==> src/rtl/bit_serial_addsub_pkg.sv <==
// Shared types and constants for the bit-serial adder/subtractor.
package bit_serial_addsub_pkg;

    typedef enum logic [1:0] {
        IDLE = 2'd0,
        RUN  = 2'd1,
        DONE = 2'd2
    } state_e;

    localparam logic MODE_ADD = 1'b0;
    localparam logic MODE_SUB = 1'b1;

endpackage

==> src/rtl/bit_serial_addsub_if.sv <==
// Request/result bundle between an operand source and the bit-serial adder/subtractor.
interface bit_serial_addsub_if #(
    parameter int WIDTH = 4
);
    logic             start;
    logic             mode;
    logic [WIDTH-1:0] a;
    logic [WIDTH-1:0] b;
    logic             busy;
    logic             done;
    logic [WIDTH-1:0] sum;
    logic             carry;
    logic             overflow;

    modport master (
        output start, mode, a, b,
        input  busy, done, sum, carry, overflow
    );

    modport slave (
        input  start, mode, a, b,
        output busy, done, sum, carry, overflow
    );
endinterface

==> src/rtl/bit_serial_addsub_full_adder.sv <==
// Single-bit full adder cell shared by every bit position of the serial datapath.
module full_adder (
    input  logic a,
    input  logic b,
    input  logic cin,
    output logic s,
    output logic cout
);
    assign s    = a ^ b ^ cin;
    assign cout = (a & b) | (cin & (a ^ b));
endmodule

==> src/rtl/bit_serial_addsub.sv <==
// WIDTH-bit adder/subtractor processing one bit per clock, LSB first, through one full adder.
//
// state | meaning
// IDLE  | waiting for start
// RUN   | shifting one bit per clock through the full adder
// DONE  | result committed, done pulse; start here chains the next operation
module bit_serial_addsub
    import bit_serial_addsub_pkg::*;
#(
    parameter int WIDTH = 4
) (
    input  logic              clk,
    input  logic              rst_n,
    bit_serial_addsub_if.slave bus
);
    localparam int              CNT_W    = (WIDTH > 1) ? $clog2(WIDTH) : 1;
    localparam logic [CNT_W-1:0] LAST_BIT = CNT_W'(WIDTH - 1);

    state_e           state_q, state_d;
    logic [WIDTH-1:0] a_sh_q, a_sh_d;
    logic [WIDTH-1:0] b_sh_q, b_sh_d;
    logic [WIDTH-2:0] s_sh_q, s_sh_d;
    logic             cy_q, cy_d;
    logic [CNT_W-1:0] cnt_q, cnt_d;
    logic [WIDTH-1:0] sum_q, sum_d;
    logic             carry_q, carry_d;
    logic             ovf_q, ovf_d;

    logic             fa_s;
    logic             fa_cout;
    logic [WIDTH-1:0] s_next;

    full_adder u_fa (
        .a    (a_sh_q[0]),
        .b    (b_sh_q[0]),
        .cin  (cy_q),
        .s    (fa_s),
        .cout (fa_cout)
    );

    // The partial sum keeps only the WIDTH-1 finished bits; the final bit joins it at commit.
    assign s_next = {fa_s, s_sh_q};

    always_comb begin
        state_d = state_q;
        a_sh_d  = a_sh_q;
        b_sh_d  = b_sh_q;
        s_sh_d  = s_sh_q;
        cy_d    = cy_q;
        cnt_d   = cnt_q;
        sum_d   = sum_q;
        carry_d = carry_q;
        ovf_d   = ovf_q;

        case (state_q)
            IDLE, DONE: begin
                state_d = IDLE;
                if (bus.start) begin
                    a_sh_d  = bus.a;
                    b_sh_d  = (bus.mode == MODE_SUB) ? ~bus.b : bus.b;
                    s_sh_d  = '0;
                    cy_d    = bus.mode;
                    cnt_d   = '0;
                    state_d = RUN;
                end
            end
            RUN: begin
                a_sh_d = a_sh_q >> 1;
                b_sh_d = b_sh_q >> 1;
                s_sh_d = s_next[WIDTH-1:1];
                cy_d   = fa_cout;
                cnt_d  = cnt_q + 1'b1;
                if (cnt_q == LAST_BIT) begin
                    sum_d   = s_next;
                    carry_d = fa_cout;
                    ovf_d   = cy_q ^ fa_cout;
                    cnt_d   = '0;
                    state_d = DONE;
                end
            end
            default: state_d = IDLE;
        endcase
    end

    always_ff @(posedge clk or negedge rst_n) begin
        if (!rst_n) begin
            state_q <= IDLE;
            a_sh_q  <= '0;
            b_sh_q  <= '0;
            s_sh_q  <= '0;
            cy_q    <= 1'b0;
            cnt_q   <= '0;
            sum_q   <= '0;
            carry_q <= 1'b0;
            ovf_q   <= 1'b0;
        end else begin
            state_q <= state_d;
            a_sh_q  <= a_sh_d;
            b_sh_q  <= b_sh_d;
            s_sh_q  <= s_sh_d;
            cy_q    <= cy_d;
            cnt_q   <= cnt_d;
            sum_q   <= sum_d;
            carry_q <= carry_d;
            ovf_q   <= ovf_d;
        end
    end

    assign bus.busy     = (state_q == RUN);
    assign bus.done     = (state_q == DONE);
    assign bus.sum      = sum_q;
    assign bus.carry    = carry_q;
    assign bus.overflow = ovf_q;

endmodule

==> src/flat_wrapper.sv <==
// flat-port wrapper written by rule: the top's interface ports become plain ports
module bit_serial_addsub_flat import bit_serial_addsub_pkg::*;
#(
    parameter int WIDTH = 4
)
  (clk, rst_n, bus_start, bus_mode, bus_a, bus_b, bus_busy, bus_done, bus_sum, bus_carry, bus_overflow);
  bit_serial_addsub_if #(.WIDTH(WIDTH)) bus_i ();
  input  logic clk;
  input  logic rst_n;
  input wire logic [$bits(bus_i.start)-1:0] bus_start;
  input wire logic [$bits(bus_i.mode)-1:0] bus_mode;
  input wire logic [$bits(bus_i.a)-1:0] bus_a;
  input wire logic [$bits(bus_i.b)-1:0] bus_b;
  output wire logic [$bits(bus_i.busy)-1:0] bus_busy;
  output wire logic [$bits(bus_i.done)-1:0] bus_done;
  output wire logic [$bits(bus_i.sum)-1:0] bus_sum;
  output wire logic [$bits(bus_i.carry)-1:0] bus_carry;
  output wire logic [$bits(bus_i.overflow)-1:0] bus_overflow;
  assign bus_i.start = bus_start;
  assign bus_i.mode = bus_mode;
  assign bus_i.a = bus_a;
  assign bus_i.b = bus_b;
  assign bus_busy = bus_i.busy;
  assign bus_done = bus_i.done;
  assign bus_sum = bus_i.sum;
  assign bus_carry = bus_i.carry;
  assign bus_overflow = bus_i.overflow;
  bit_serial_addsub #(.WIDTH(WIDTH)) u_core (.clk(clk), .rst_n(rst_n), .bus(bus_i));
endmodule
==> config.mk <==
export PLATFORM = sky130hd
export DESIGN_NAME = bit_serial_addsub_flat
export DESIGN_NICKNAME = d
export VERILOG_FILES = /design/src/rtl/bit_serial_addsub_pkg.sv /design/src/rtl/bit_serial_addsub_if.sv /design/src/rtl/bit_serial_addsub_full_adder.sv /design/src/rtl/bit_serial_addsub.sv /design/src/flat_wrapper.sv
export SDC_FILE = /design/constraint.sdc
export NUM_CORES = 1
export LEC_CHECK = 0
export ABC_AREA = 0
export CORE_UTILIZATION = 59
export DETAILED_ROUTE_END_ITERATION = 12
export DONT_BUFFER_PORTS = 1
export HOLD_SLACK_MARGIN = 0.15
export PLACE_DENSITY_LB_ADDON = 0.12
export SLEW_MARGIN = 20
export SYNTH_ARGS = -nofsm -noshare
export SYNTH_HDL_FRONTEND = slang
export SYNTH_HIERARCHICAL = 1
export SYNTH_SLANG_ARGS = --single-unit
==> constraint.sdc <==
create_clock -name clk -period 1.8 [get_ports clk]
set_input_delay 0.36 -clock clk [delete_from_list [all_inputs] [get_ports clk]]
set_output_delay 0.36 -clock clk [all_outputs]
set_load 0.01 [all_outputs]
==> results of run 1 <==
power breakdown:
part | internal [mW] | switching (mW) | total (mW)
sequential | 0.715 | 0.184 | 0.899
clock | 0.123 | 0.145 | 0.269
combinational | 0.333 | 0.356 | 0.689
kinds of logic (layout without fill, tap and decap cells):
group	count (synthesis)	in the layout	share of synthesized area, %
flops	22	22	58.43
simple gates	17	17	9.296
compound gates	17	17	14.74
xor+xnor	5	5	4.648
fa+ha+maj	2	2	3.453
mux	5	5	5.976
buf+inv	6	8	3.452
registers in the layout, indices dropped and copies added (netlist names):
| signal | flops |
|---|---|
| u_core/a_sh_q | 4 |
| u_core/b_sh_q | 4 |
| u_core/bus.carry | 1 |
| u_core/bus.overflow | 1 |
| u_core/bus.sum | 4 |
| u_core/cnt_q | 2 |
| u_core/cy_q | 1 |
| u_core/s_sh_q | 3 |
| u_core/state_q | 2 |
worst min-delay path by stage:
stage / to / slack [ns]
6_report: u_core/a_sh_q[2] / 0.18
2_1_floorplan: u_core/a_sh_q[0] / 0.06
5_1_grt: u_core/a_sh_q[2] / 0.17
4_1_cts: u_core/a_sh_q[2] / 0.17
3_5_place_dp: u_core/s_sh_q[1] / 0.06
3_3_place_gp: u_core/s_sh_q[0] / 0.06
Yosys cell counts, drive strengths merged:
master / count / area [um2]
xor2: 1 / 8.760
nand2b: 2 / 15.02
mux2: 5 / 56.30
nand3b: 1 / 7.510
clkbuf: 1 / 3.750
a221o: 3 / 30.03
nor2b: 2 / 12.51
a22oi: 3 / 22.52
buf: 3 / 21.27
ha: 1 / 12.51
inv: 2 / 7.500
dfrtp: 22 / 550.5
o21ai: 2 / 10.01
fa: 1 / 20.02
nand3: 3 / 15.01
nor2: 4 / 17.52
xnor2: 4 / 35.03
a22o: 7 / 61.31
nand2: 4 / 15.01
nor3: 1 / 5.000
a21o: 2 / 15.01
worst max-delay path: cells and delay by family, from the launching register on:
family        cells  cell delay [ns]
buf+inv           1             0.25
flops             1             0.41
simple gates      1             0.24
through the flow:
step	hold slack (ns)	power, mW	cells	worst slack (ns)	area, um2
global placement	0.06481	1.539	87	0.3449	944.7
floorplan	0.06441	1.452	74	0.4925	942.2
detailed placement	0.06482	1.590	87	0.3303	944.7
global route	0.1658	2.001	92	0.1484	991.0
finish	0.1763	1.857	92	0.2349	991.0
CTS	0.1707	1.867	92	0.2231	991.0
per-layer routing:
metal / vias up / track usage, % / routed length, um
met5: - / 0 / 0
met1: 297 / 30.24 / 741
met4: 0 / 9.677 / 15
li1: 269 / - / -
met3: 2 / 4.348 / 93
met2: 27 / 35.00 / 862
final cells by class:
type	count	share of cell area (%)
multi-input combinational	46	36.24
inverter	2	0.7576
clock buffer	4	3.662
sequential	22	55.56
timing repair buffer	2	1.768
tap	16	2.020
==> results.yml, run 1 <==
clock_tree:
  clockBufferDepth: 2
  post_cts_buffers: 0
  cts-htree-levels: 1
  clock-sinks: 22
  clock-root-buffer: "clkbuf_4"
  clk_pin_slew_ns: 0.12
  cts_resized: 0
  cts_buffers: 3
  cts_tree: "built"
  cts_hold_buf: 1
  clk_latency_ns: 0.31
power:
  p_per_area_mw_per_mm2: 1874
  ir_worst_vdd_v: 0.001035
  leakagePower_nw: 0.4755
finish:
  multi_input_area_um2: 359.1
  drive_above_1_share_pct: 17.11
  nFillCells: 128
  final_nets: 91
  syn2layout_area_growth_pct: 5.179
  ff_latch_area_um2: 550.5
  final_common_cell: "dfrtp_1"
  layout_common_cells: "22 x dfrtp_1, 7 x a22o_1, 5 x mux2_2"
  antenna_cells: 0
  utilization_pct: 65.78
drt:
  vias: 595
  drtIter0Drc: 21
  first_pass_iters: 4
  ant_nets: 0
  drc_errors: 0
  wl_per_cell_um: 18.62
  via_per_inst: 6.467
  wl_um: 1713
timing:
  drv_slew: 0
  rsz0062_at_grt: "false"
  fmax_mhz: 639.0
  finalSetupViolCount: 0
  hold_viol: 0
  slew_headroom_pct: 35.09
  fin_tns_setup_ns: 0
  period_needed_ns: 1.565
  fin_skew_ns: 0.009686
  tightest_slew_ns: 0.9705
  period_share_pct: 86.95
hold_path:
  min_path_type: "in -> reg"
  min_from: "bus_a[2]"
  whs_path_depth: 2
worst_setup_path:
  critical_path_required_ns: 1.44
  path_max_fanout: 13
  r2r-start: "u_core/state_q[1]"
  path_class: "reg -> out"
  reg2reg_to: "u_core/b_sh_q[2]"
  crit_arrival_ns: 1.21
  cp-start-kind: "flop"
  path_cells: "nand2b_2 > inv_2"
  rrSetupSlack_ns: 0.30
  max_stage_delay_ns: 0.41
  critPathCaptureType: "output pin"
  cp-startpoint: "u_core/state_q[1]"
  slowest_stage: "dfrtp_1"
  r2r_cells: 4
  crit_path_end: "bus_busy"
synthesis:
  yosys_warnings: 6
  synth_fp_nets: 88
  synth_seq_cells: 22
  syn_inst: 74
  synth.distinct_cells: 25
  syn-cell-area_um2: 942.2
  seq_area_frac_synth_pct: 58.43
  postSynthAreaPerCell_um2: 12.73
floorplan:
  core-area_mm2: 0.001506
  start_util_pct: 62.54
  die_w_um: 41.96
  die_h_um: 41.96
  ios: 20
  rows: 14
  dieArea_mm2: 0.001761
place:
  io_buffers: 0
  dp_hpwl_um: 1168
  gp_congestion: 0.7785
global_route:
  grt_use_total_pct: 22.26
  globalRouteOverflowTotal: 0
  grt_max_degree: 23
  antenna_found_initial: 0
  grt_pass1_vias: 623
  grt_pass1_wl_um: 2877
run_status:
  status: "completed"
flow_run:
  drv_cap: 0
Note: power is estimated with default switching activity, not from simulation.
==> inputs of run 2 (changes only) <==
==> constraint.sdc (replaced) <==
create_clock -name clk -period 1.8 [get_ports clk]
set_input_delay 0.27 -clock clk [delete_from_list [all_inputs] [get_ports clk]]
set_output_delay 0.27 -clock clk [all_outputs]
set_load 0.01 [all_outputs]
==> run 2 against run 1 <==
  * Sequential cell count did not move
  * Die area stayed put
  * Via count up 0.50%
  * Global-route usage increased by 0.56 points
  * Critical path depth increased by 2
  * Clock power about the same
  * Utilization rose by 2.7 points
  * Maximum frequency rose by 4.0%
  * Cell area is 4.0% higher
  * Highest routed layer unchanged
  * Sequential power is essentially flat
  * Wire length up 1.2%
==> results.yml, run 2 (synthesis gave the netlist of run 1 again) <==
worst_setup_path:
  path_delay_family: "simple AND/OR/NAND/NOR gates"
  path_max_fanout: 13
  path_class: "reg -> reg"
  crit_arrival_ns: 1.70
  path_buf_inv: 1
  critical_path_required_ns: 2.00
  slowest_stage: "dfrtp_1"
  cp-start-kind: "flop"
  path_cells: "nand2b_2 > inv_2 > nor2_2 > a221o_1"
  critPathCaptureType: "flop"
  max_stage_delay_ns: 0.41
timing:
  period_needed_ns: 1.505
  fmax_mhz: 664.2
  drv_slew: 0
  finalSetupViolCount: 0
  period_share_pct: 83.64
  holdWs_ns: 0.1842
  fin_skew_ns: 0.006445
  fin_tns_setup_ns: 0
  slew_headroom_pct: 34.76
  tightest_slew_ns: 0.9753
  worst_slack_ns: 0.2945
  hold_viol: 0
  rsz0062_at_grt: "false"
finish:
  drive_above_1_share_pct: 16.25
  final_common_cell: "dfrtp_1"
  antenna_cells: 0
  syn2layout_area_growth_pct: 9.429
  final_nets: 95
  multi_input_area_um2: 359.1
  ff_latch_area_um2: 550.5
  nFillCells: 120
  layout_common_cells: "22 x dfrtp_1, 7 x a22o_1, 5 x mux2_2, 5 x dlygate4sd3_1"
floorplan:
  die_w_um: 41.96
  dieArea_mm2: 0.001761
  die_h_um: 41.96
  ios: 20
  start_util_pct: 62.54
  rows: 14
  core-area_mm2: 0.001506
power:
  p_per_area_mw_per_mm2: 1803
  p_int_mw: 1.177
  leakagePower_nw: 0.4922
  pwr-share-clk_pct: 14.4
  ir_worst_vdd_v: 0.001031
  p_comb_share_pct: 37.3
  sw_frac_of_total_pct: 36.72
  power_switching_mw: 0.6827
  seq_power_share_pct: 48.3
drt:
  wl_per_cell_um: 18.06
  via_per_inst: 6.229
  drtIter0Drc: 18
  ant_nets: 0
  wl_um: 1734
  first_pass_iters: 4
  vias: 598
  drc_errors: 0
clock_tree:
  clock-sinks: 22
  clk_latency_ns: 0.30
  clock-root-buffer: "clkbuf_4"
  cts-htree-levels: 1
  cts_tree: "built"
  clk_pin_slew_ns: 0.11
  clockBufferDepth: 2
  cts_buffers: 3
run_status:
  status: "completed"
hold_path:
  min_path_type: "in -> reg"
global_route:
  grt_pass1_wl_um: 2946
  grt_pass1_vias: 649
  antenna_found_initial: 0
  grt_use_total_pct: 22.83
  grt_max_degree: 23
  globalRouteOverflowTotal: 0
place:
  dp_hpwl_um: 1168
  io_buffers: 0
  gp_congestion: 0.7785
  dp_slack_ns: 0.3303
flow_run:
  drv_cap: 0
run 2: cell count changes in the layout (fill, tap and decap cells not counted), sizes merged:
cell and change:
dlygate4sd3 +4
run 2: metal layers:
layer	vias up	GRT usage, %	routed length, um	part of all wire (%)
li1	278	-	-	-
met1	300	29.94	784	45
met2	18	37.19	868	50
met3	2	4.348	65	3.7
met4	0	9.677	15	0.87
met5	-	0	0	0
run 2: metrics by stage:
step / power, mW / util (%) / cell area (um2) / std cells
2_1_floorplan: 1.452 / - / 942.2 / 74
3_3_place_gp: 1.539 / 62.71 / 944.7 / 87
3_5_place_dp: 1.590 / 62.71 / 944.7 / 87
4_1_cts: 1.875 / 68.44 / 1031 / 96
5_1_grt: 2.007 / 68.44 / 1031 / 96
6_report: 1.859 / 68.44 / 1031 / 96
run 2: final cells by class:
class | instances | area share (%)
clock buffers | 4 | 3.519
inverters | 2 | 0.7282
multi-input cells | 46 | 34.83
flip-flops and latches | 22 | 53.40
well taps | 16 | 1.942
repair buffers | 6 | 5.583
run 2: final timing paths:
kind	from	end	slack, ns	depth (start not counted)
max in group asynchronous	rst_n	u_core/b_sh_q[0]	0.65	1
setup / recovery	u_core/state_q[1]	u_core/b_sh_q[2]	0.29	4
hold reg to reg	u_core/s_sh_q[0]	u_core/s_sh_q[0]	0.52	1
min in group asynchronous	rst_n	u_core/bus.sum[0]	0.56	1
setup reg to reg	u_core/state_q[1]	u_core/b_sh_q[2]	0.29	4
hold / removal	bus_mode	u_core/cy_q	0.18	2
run 2: repair_timing:
action / in CTS / in global routing
hold endpoints to repair: 26 / 0
gates resized for setup: 0 / 0
setup buffers: 0 / 0
hold buffers: 5 / 0
setup endpoints to repair: 0 / 0
run 2: worst register-to-register path: stages (launching register included):
cell	delay, ns
dfrtp_1	0.41
nand2b_2	0.24
inv_2	0.26
nor2_2	0.18
a221o_1	0.32
run 2: power groups by stage:
stage	Combinational [mW]	Clock (mW)	Sequential, mW
floorplan	0.586	0	0.866
finish	0.693	0.267	0.898
detailed placement	0.678	0	0.912
global route	0.783	0.296	0.928
CTS	0.698	0.275	0.901
global placement	0.634	0	0.905
